[config.mk]
export PLATFORM = sky130hd
export DESIGN_NAME = econet_rx_frame
export DESIGN_NICKNAME = d
export VERILOG_FILES = /design/src/rtl/econet_rx_frame_pkg.sv /design/src/rtl/econet_rx_frame_crc16.sv /design/src/rtl/econet_rx_frame.sv
export SDC_FILE = /design/constraint.sdc
export NUM_CORES = 2
export LEC_CHECK = 0
export CAP_MARGIN = 20
export CORE_ASPECT_RATIO = 0.9
export CORE_MARGIN = 2
export CORE_UTILIZATION = 50
export CTS_BUF_LIST = sky130_fd_sc_hd__clkbuf_4
export CTS_CLUSTER_DIAMETER = 100
export DETAILED_ROUTE_END_ITERATION = 8
export GPL_ROUTABILITY_DRIVEN = 0
export PLACE_DENSITY = 0.68
export SETUP_SLACK_MARGIN = 0.02
export SLEW_MARGIN = 5
export SYNTH_ARGS = -nofsm -noshare
export SYNTH_HDL_FRONTEND = slang
export SYNTH_HIERARCHICAL = 1
export SYNTH_SLANG_ARGS = --single-unit
[constraint.sdc]
create_clock -name econet_clk -period 4.8 [get_ports econet_clk]
set_clock_uncertainty 0.05 [all_clocks]
set_input_delay 0.48 -clock econet_clk [delete_from_list [all_inputs] [get_ports econet_clk]]
set_output_delay 0.48 -clock econet_clk [all_outputs]
set_load 0.1 [all_outputs]
[src/rtl/econet_rx_frame_pkg.sv]
// Shared constants, state encoding and CRC-16 (HDLC/X.25) byte step for the
// Econet receive path.
package econet_rx_frame_pkg;

  localparam logic [15:0] CRC_INIT     = 16'hFFFF;
  localparam logic [15:0] CRC_POLY     = 16'h8408;
  localparam logic [15:0] CRC_RESIDUE  = 16'hF0B8;
  localparam logic [7:0]  BROADCAST_ID = 8'hFF;

  typedef enum logic [2:0] {
    ST_IDLE,
    ST_RECV,
    ST_CHECK,
    ST_DISCARD,
    ST_HOLD
  } state_t;

  // Reflected polynomial, data consumed LSB first.
  function automatic logic [15:0] crc16_byte(input logic [15:0] crc_in,
                                             input logic [7:0]  data);
    logic [15:0] c;
    c = crc_in ^ {8'h00, data};
    for (int i = 0; i < 8; i++) begin
      c = c[0] ? ((c >> 1) ^ CRC_POLY) : (c >> 1);
    end
    return c;
  endfunction

endpackage

[src/rtl/econet_rx_frame_crc16.sv]
// Byte-wide CRC-16 accumulator (module econet_crc16). clear reloads the init
// value; when clear and en coincide the byte is folded into the fresh value.
module econet_crc16
  import econet_rx_frame_pkg::*;
(
  input  logic        clk,
  input  logic        srst,
  input  logic        clear,
  input  logic        en,
  input  logic [7:0]  data,
  output logic [15:0] crc
);

  logic [15:0] crc_reg;
  logic [15:0] crc_base;
  logic [15:0] crc_next;

  always_comb begin
    crc_base = clear ? CRC_INIT : crc_reg;
    crc_next = en ? crc16_byte(crc_base, data) : crc_base;
  end

  always_ff @(posedge clk) begin
    if (srst) begin
      crc_reg <= CRC_INIT;
    end else begin
      crc_reg <= crc_next;
    end
  end

  assign crc = crc_reg;

endmodule

[src/rtl/econet_rx_frame.sv]
// Econet receive front-end: buffers one frame, checks FCS/length, holds it for
// the host. Define ECONET_ADDR_FILTER_EN to drop frames not for this station.
module econet_rx_frame
  import econet_rx_frame_pkg::*;
#(
  parameter int DEPTH_LOG2 = 9,
  parameter int MIN_LEN    = 6,
  parameter int CNT_W      = 8
) (
  input  logic                  econet_clk,
  input  logic                  reset,
  input  logic [7:0]            rx_byte,
  input  logic                  rx_byte_ready,
  input  logic                  rx_frame_start,
  input  logic                  rx_frame_end,
  input  logic [7:0]            station_id,
  input  logic [DEPTH_LOG2-1:0] rd_addr,
  output logic [7:0]            rd_data,
  output logic                  frame_ready,
  output logic [DEPTH_LOG2:0]   frame_len,
  input  logic                  frame_ack,
  output logic                  fcs_error,
  output logic                  overflow,
  output logic                  runt,
  output logic [CNT_W-1:0]      drop_count
);

  localparam int DEPTH = 1 << DEPTH_LOG2;
  localparam logic [DEPTH_LOG2:0] DEPTH_CNT = (DEPTH_LOG2+1)'(DEPTH);
  localparam logic [DEPTH_LOG2:0] MIN_CNT   = (DEPTH_LOG2+1)'(MIN_LEN);
  localparam logic [DEPTH_LOG2:0] CNT_ONE   = (DEPTH_LOG2+1)'(1);
  localparam logic [DEPTH_LOG2:0] CNT_TWO   = (DEPTH_LOG2+1)'(2);

  state_t                state_reg, state_next;
  logic [DEPTH_LOG2:0]   count_reg, count_next;
  logic [DEPTH_LOG2:0]   len_reg, len_next;
  logic                  ready_reg, ready_next;
  logic                  fcs_reg, fcs_next;
  logic                  ovf_reg, ovf_next;
  logic                  runt_reg, runt_next;
  logic [CNT_W-1:0]      drop_reg, drop_next;
  logic [7:0]            byte0_reg, byte0_next;
  logic [7:0]            rd_data_reg;
  logic                  crc_clear, crc_en, wr_en, open_frame;
  logic [DEPTH_LOG2-1:0] wr_addr;
  logic [15:0]           crc_value;
  logic [7:0]            mem [DEPTH];

`ifndef ECONET_ADDR_FILTER_EN
  logic unused_station;
  assign unused_station = ^station_id;
`endif

  econet_crc16 u_crc (
    .clk   (econet_clk),
    .srst  (reset),
    .clear (crc_clear),
    .en    (crc_en),
    .data  (rx_byte),
    .crc   (crc_value)
  );

  always_comb begin
    state_next = state_reg;
    count_next = count_reg;
    len_next   = len_reg;
    ready_next = ready_reg;
    fcs_next   = fcs_reg;
    ovf_next   = ovf_reg;
    runt_next  = runt_reg;
    drop_next  = drop_reg;
    byte0_next = byte0_reg;
    crc_clear  = 1'b0;
    crc_en     = 1'b0;
    wr_en      = 1'b0;
    wr_addr    = count_reg[DEPTH_LOG2-1:0];
    open_frame = 1'b0;

    unique case (state_reg)
      ST_IDLE, ST_DISCARD: begin
        if (rx_frame_start) begin
          open_frame = 1'b1;
          fcs_next   = 1'b0;
          ovf_next   = 1'b0;
          runt_next  = 1'b0;
        end else if (state_reg == ST_DISCARD && rx_frame_end) begin
          state_next = ST_IDLE;
        end
      end
      ST_RECV: begin
        if (rx_frame_start) begin
          open_frame = 1'b1;
        end else if (rx_byte_ready && count_reg == DEPTH_CNT) begin
          ovf_next   = 1'b1;
          state_next = rx_frame_end ? ST_IDLE : ST_DISCARD;
        end else begin
          if (rx_byte_ready) begin
            wr_en      = 1'b1;
            crc_en     = 1'b1;
            count_next = count_reg + CNT_ONE;
          end
          if (rx_frame_end) begin
            state_next = ST_CHECK;
          end
        end
      end
      ST_CHECK: begin
        state_next = ST_IDLE;
        if (count_reg < MIN_CNT) begin
          runt_next = 1'b1;
        end else if (crc_value != CRC_RESIDUE) begin
          fcs_next = 1'b1;
`ifdef ECONET_ADDR_FILTER_EN
        end else if (byte0_reg != station_id && byte0_reg != BROADCAST_ID) begin
          state_next = ST_IDLE;
`endif
        end else begin
          len_next   = count_reg - CNT_TWO;
          ready_next = 1'b1;
          state_next = ST_HOLD;
        end
      end
      ST_HOLD: begin
        if (rx_frame_start && drop_reg != '1) begin
          drop_next = drop_reg + CNT_W'(1);
        end
        if (frame_ack) begin
          ready_next = 1'b0;
          state_next = ST_IDLE;
        end
      end
      default: state_next = ST_IDLE;
    endcase

    // A start opens the frame; a byte arriving with it becomes byte 0.
    if (open_frame) begin
      state_next = ST_RECV;
      crc_clear  = 1'b1;
      count_next = '0;
      wr_addr    = '0;
      if (rx_byte_ready) begin
        wr_en      = 1'b1;
        crc_en     = 1'b1;
        count_next = CNT_ONE;
      end
    end
    if (wr_en && wr_addr == '0) begin
      byte0_next = rx_byte;
    end
  end

  always_ff @(posedge econet_clk) begin
    if (reset) begin
      state_reg <= ST_IDLE;
      count_reg <= '0;
      len_reg   <= '0;
      ready_reg <= 1'b0;
      fcs_reg   <= 1'b0;
      ovf_reg   <= 1'b0;
      runt_reg  <= 1'b0;
      drop_reg  <= '0;
      byte0_reg <= '0;
    end else begin
      state_reg <= state_next;
      count_reg <= count_next;
      len_reg   <= len_next;
      ready_reg <= ready_next;
      fcs_reg   <= fcs_next;
      ovf_reg   <= ovf_next;
      runt_reg  <= runt_next;
      drop_reg  <= drop_next;
      byte0_reg <= byte0_next;
    end
  end

  // Frame buffer: plain array so it maps onto block RAM.
  always_ff @(posedge econet_clk) begin
    if (wr_en) begin
      mem[wr_addr] <= rx_byte;
    end
  end

  always_ff @(posedge econet_clk) begin
    if (reset) begin
      rd_data_reg <= '0;
    end else begin
      rd_data_reg <= mem[rd_addr];
    end
  end

  assign rd_data     = rd_data_reg;
  assign frame_ready = ready_reg;
  assign frame_len   = len_reg;
  assign fcs_error   = fcs_reg;
  assign overflow    = ovf_reg;
  assign runt        = runt_reg;
  assign drop_count  = drop_reg;

endmodule

==> metrics.sh <==
HOLDPATHEND='rd_data[3]'
BOUNDARYPINS=61
POSTSYNTHNETCOUNT=7926
POWER_DENSITY_mW_PER_MM2=392
DRT-PASS1-ITER-COUNT=6
DRIVE_ABOVE_1_SHARE_PCT=32.9
SYNTH.CELL_AREA_MM2=0.163
CRITPATHREQUIREDTIME_NS=4.27
SEQ_PWR_SHARE_PCT=54.8
P_SW_uW=16300
GRT_PASS1_WL_UM=621000
TIMING.MAX_SLEW.REL_SLACK_PCT=19.8
P_CLK_SHARE_PCT=39.9
ANTENNA_FOUND_INITIAL=29
TOTALNEGATIVESETUPSLACK_NS=0
SLEW_VIOLATIONS=0
GLOBALROUTETOTALUTIL_PCT=26.5
POST_DETAILED_PLACEMENT_HALF_PERIMETER_WIRELENGTH_UM=258000
FINAL-SETUP-VIOL-COUNT=0
WORSTPATHMAXFANOUT=1
FIRST_GLOBAL_VIAS=89646
CRIT_ARRIVAL_NS=3.52
INSERTION_DELAY_NS=1.63
YOSYS-TOP-CELLS-AREA='sky130_fd_sc_hd__edfxtp_1 (76%), sky130_fd_sc_hd__mux4_2 (12%), sky130_fd_sc_hd__mux2i_1 (2.5%), sky130_fd_sc_hd__nor2_1 (1.5%), sky130_fd_sc_hd__dfxtp_1 (0.73%)'
HIGHEST-SIGNAL-LAYER='met4'
LEAKAGE_uW=0.0608
MET3_WIRELENGTH_UM=49600
CP-STARTPOINT='rd_data[4]'
FF2FF_SETUP_SLACK_NS=0.96
REG2REGPATHDEPTH=7
CTS_SINKS=4155
CTS-RESIZED-GATES=0
RSZ0062_AT_GRT='no'
GRT_START_MAX_NET_PINS=185
SYNTHDISTINCTLIBCELLS=90
INITIAL_CORE_UTILIZATION_PCT=50.3
DETAILROUTE.VIA_COUNT=88709
WORST_PATH_DOMINANT_CELL_FAMILY='buffers and inverters'
SYNTH_AREA_PER_CELL_UM2=20.6
DIE_AREA_MM2=0.330
TIMING.MAX_CAP.VIOLATIONS=0
SYNTH_TOP_CELL_BY_AREA='sky130_fd_sc_hd__edfxtp_1'
CORE.ROWCOUNT=198
DRT-WIRELENGTH-PER-CELL_UM=30.2
FINAL.PERIOD_UTILIZATION_PCT=84.4
TIMING.CRITICAL_PATH.SLOWEST_CELL_DELAY_NS=1.23
FINALHOLDVIOLATIONS=0
CRIT_START_CATEGORY='flip-flop'
WIRELENGTH_UM=432000
INT_PWR_uW=56400
DRT-VIAS-PER-INSTANCE=6.21
FINAL_ANTENNA_NET_COUNT=0
FILLCELLCOUNT=24177
COMB_POWER_SHARE_PCT=5.3
FP.DIEW_UM=605
REGTOREGENDPOINT='mem[250][1]'
LARGEST_REGISTER_FF_COUNT=4096
POST-SYNTH-TOP-AREA-FRACTION_PCT=75.6
PORT_BUFFERS=52
CLK_TRANSITION_REPORTED_PATHS_NS=0.07
SYNTHESIZED_INSTANCE_COUNT=7890
CRITICAL_PATH.N_BUFFERS_INVERTERS=1
TIMING.CRITICAL_PATH.CELLS='clkdlybuf4s50_1'
WORSTSETUPPATHTYPE='flip-flop to primary output'
SW_FRAC_OF_TOTAL_PCT=22.4
OUTCOME='completed'
H_TREE_LVLS=7
WL_MET1_UM=167000
CLK_ROOT_BUFFER_CELL='sky130_fd_sc_hd__clkbuf_4'
CRIT_PATH_TOP_DELAY_CELL='sky130_fd_sc_hd__clkdlybuf4s50_1'
TRITONCTS.NUM_BUFFERS=1106
DESIGN.CORE.AREA_MM2=0.324
GRT.OVERFLOW.TOTAL=0
POWER.IR.VDD_WORST_mV=0.292
SYNTH-EDFF-COUNT=4096
SYNTH_FF_TYPE='sky130_fd_sc_hd__edfxtp_1'
SYN2LAYOUT_AREA_GROWTH_PCT=14.0
SYNTH-SEQ-CELLS=4155
CTS_TREE='built'
CRIT_PATH_END_KIND='primary output'
HOLD_PATH.CLASS='input port to flip-flop'
DETAIL_ROUTE.DRC_VIOLATIONS=0
FINAL_CORE_UTILIZATION_PCT=57.3
POST-LAYOUT-TOTAL-POWER_uW=72800
DESIGN.FINAL.NETS=9364
MAXIMUM_ROOT_TO_SINK_BUFFER_COUNT=5
DIE_H_UM=545
TIMING.HOLD.WORST_PATH_DEPTH=6
SYNTH_SEQ_AREA_SHARE_PCT=76.3
TIMING_WORST_SLEW_PIN_VALUE_NS=1.20
DRT_ITER0_DRC=12321
WL_MET2_UM=203000
TIMING.HOLD.WS_NS=0.219
RR_STARTPOINT='state_reg[1]'
FINAL.MIN_CLOCK_PERIOD_NS=4.05
SYNTH-ASYNC-RESET-RATIO_PCT=0
STARTPOINT_OF_THE_MOST_CRITICAL_HOLD_PATH='rd_addr[4]'
MAX_FREQ_MHz=247
YS_WARN_COUNT=6
==> how the worst max path moves through the flow <==
stage                        end  slack (ns)  depth (start not counted)
finish                rd_data[4]        0.75                          1
CTS                   rd_data[4]        0.58                          1
detailed placement    rd_data[1]       -0.18                         12
global placement      rd_data[1]        -0.1                         12
floorplan           u_crc/crc[7]        1.79                         12
global route          rd_data[4]        0.75                          1
==> power groups by stage <==
stage	Combinational, uW	Sequential (uW)	Clock, uW
final	3860	39900	29000
after floorplan	1940	40700	0
after detailed placement	3770	40700	0
after global routing	4010	39900	31400
after CTS	3840	39900	29500
after global placement	3700	40700	0
==> routing by layer <==
layer	track usage, %	vias up
met5	0	-
met4	10.1	0
met3	6.61	794
met2	40.1	5637
met1	37.4	45895
li1	-	36383
==> kinds of logic after synthesis <==
| family | share of synthesized area, % |
|---|---|
| and+or+nand+nor | 2.95 |
| DFF | 76.3 |
| AOI/OAI and AO/OA | 3.23 |
| muxes | 15.3 |
| buffers and inverters | 1.94 |
| adders and majority gates | 0.0384 |
| xor gates and xnor gates | 0.205 |
==> per-stage QoR <==
step           setup WS, ns  cell area (um^2)  std cells
6_report              0.748            185000      14287
5_1_grt               0.749            185000      14277
4_1_cts               0.578            185000      14263
3_5_place_dp         -0.183            172000      12481
3_3_place_gp        -0.0986            172000      12480
2_1_floorplan          1.79            163000       7890
==> synth_stat cells, types with 11 or more instances <==
| master | number |
|---|---|
| sky130_fd_sc_hd__a21oi_1 | 102 |
| sky130_fd_sc_hd__edfxtp_1 | 4096 |
| sky130_fd_sc_hd__a31oi_1 | 26 |
| sky130_fd_sc_hd__buf_6 | 49 |
| sky130_fd_sc_hd__and2_1 | 12 |
| sky130_fd_sc_hd__or3_1 | 14 |
| sky130_fd_sc_hd__buf_2 | 125 |
| sky130_fd_sc_hd__a32oi_1 | 22 |
| sky130_fd_sc_hd__inv_1 | 13 |
| sky130_fd_sc_hd__o221ai_1 | 80 |
| sky130_fd_sc_hd__dfxtp_1 | 59 |
| sky130_fd_sc_hd__nand2b_1 | 11 |
| sky130_fd_sc_hd__nand3_1 | 48 |
| sky130_fd_sc_hd__xnor2_1 | 16 |
| sky130_fd_sc_hd__mux2i_1 | 413 |
| sky130_fd_sc_hd__buf_4 | 46 |
| sky130_fd_sc_hd__a22o_1 | 24 |
| sky130_fd_sc_hd__o32ai_1 | 12 |
| sky130_fd_sc_hd__mux4_1 | 42 |
| sky130_fd_sc_hd__o211ai_1 | 12 |
| sky130_fd_sc_hd__xor2_1 | 22 |
| sky130_fd_sc_hd__a22oi_1 | 84 |
| sky130_fd_sc_hd__buf_8 | 29 |
| sky130_fd_sc_hd__o21ai_0 | 85 |
| sky130_fd_sc_hd__nor2_1 | 640 |
| sky130_fd_sc_hd__nand2_1 | 232 |
| sky130_fd_sc_hd__o22ai_1 | 73 |
| sky130_fd_sc_hd__nor3_1 | 57 |
| sky130_fd_sc_hd__a311oi_1 | 17 |
| sky130_fd_sc_hd__and3_1 | 19 |
| sky130_fd_sc_hd__buf_1 | 38 |
| sky130_fd_sc_hd__nor2b_1 | 23 |
| sky130_fd_sc_hd__nand4_1 | 15 |
| sky130_fd_sc_hd__clkbuf_1 | 184 |
| sky130_fd_sc_hd__nor4_1 | 15 |
| sky130_fd_sc_hd__a211oi_1 | 44 |
| sky130_fd_sc_hd__a221oi_1 | 47 |
| sky130_fd_sc_hd__mux2_2 | 16 |
| sky130_fd_sc_hd__buf_12 | 14 |
| sky130_fd_sc_hd__mux4_2 | 866 |
==> cell usage in the layout (no fill, tap or decap), types with 44 or more instances in the layout <==
cell,netlist,routed
sky130_fd_sc_hd__nand2_1,232,222
sky130_fd_sc_hd__edfxtp_1,4096,4096
sky130_fd_sc_hd__dfxtp_1,59,59
sky130_fd_sc_hd__nor3_1,57,55
sky130_fd_sc_hd__o21ai_0,85,85
sky130_fd_sc_hd__o221ai_1,80,80
sky130_fd_sc_hd__a221oi_1,47,47
sky130_fd_sc_hd__a22oi_1,84,84
sky130_fd_sc_hd__a211oi_1,44,44
sky130_fd_sc_hd__buf_4,46,649
sky130_fd_sc_hd__clkbuf_4,0,1530
sky130_fd_sc_hd__mux2i_1,413,413
sky130_fd_sc_hd__a21oi_1,102,102
sky130_fd_sc_hd__nor2_1,640,636
sky130_fd_sc_hd__mux4_2,866,866
sky130_fd_sc_hd__buf_12,14,78
sky130_fd_sc_hd__o22ai_1,73,73
sky130_fd_sc_hd__clkinv_1,4,168
==> what timing repair did <==
action	4_1_cts	5_1_grt
hold buffers	38	0
hold endpoints to repair	4155	0
buffers inserted	0	0
endpoints found under the setup margin	0	0
==> final cells by class <==
class / count / area (um^2) / area share (%)
Timing Repair Buffer: 816 / 7520 / 4.05
Sequential cell: 4155 / 124000 / 66.9
Multi-Input combinational cell: 3230 / 35600 / 19.2
Antenna cell: 23 / 57.6 / 0.0310
Clock buffer: 1530 / 11500 / 6.19
Clock inverter: 214 / 1170 / 0.633
Inverter: 19 / 81.3 / 0.0438
Tap cell: 4300 / 5380 / 2.90
==> worst register-to-register path: stages (launching register included) <==
cell and delay (ns):
sky130_fd_sc_hd__dfxtp_1 0.52, sky130_fd_sc_hd__nand2_1 0.15, sky130_fd_sc_hd__nand3_1 0.43, sky130_fd_sc_hd__clkinv_1 0.40, sky130_fd_sc_hd__nor3_1 0.26, sky130_fd_sc_hd__buf_4 0.24
sky130_fd_sc_hd__nand2_1 0.50, sky130_fd_sc_hd__nor2_1 0.88
Note: power is estimated with default switching activity, not from simulation.
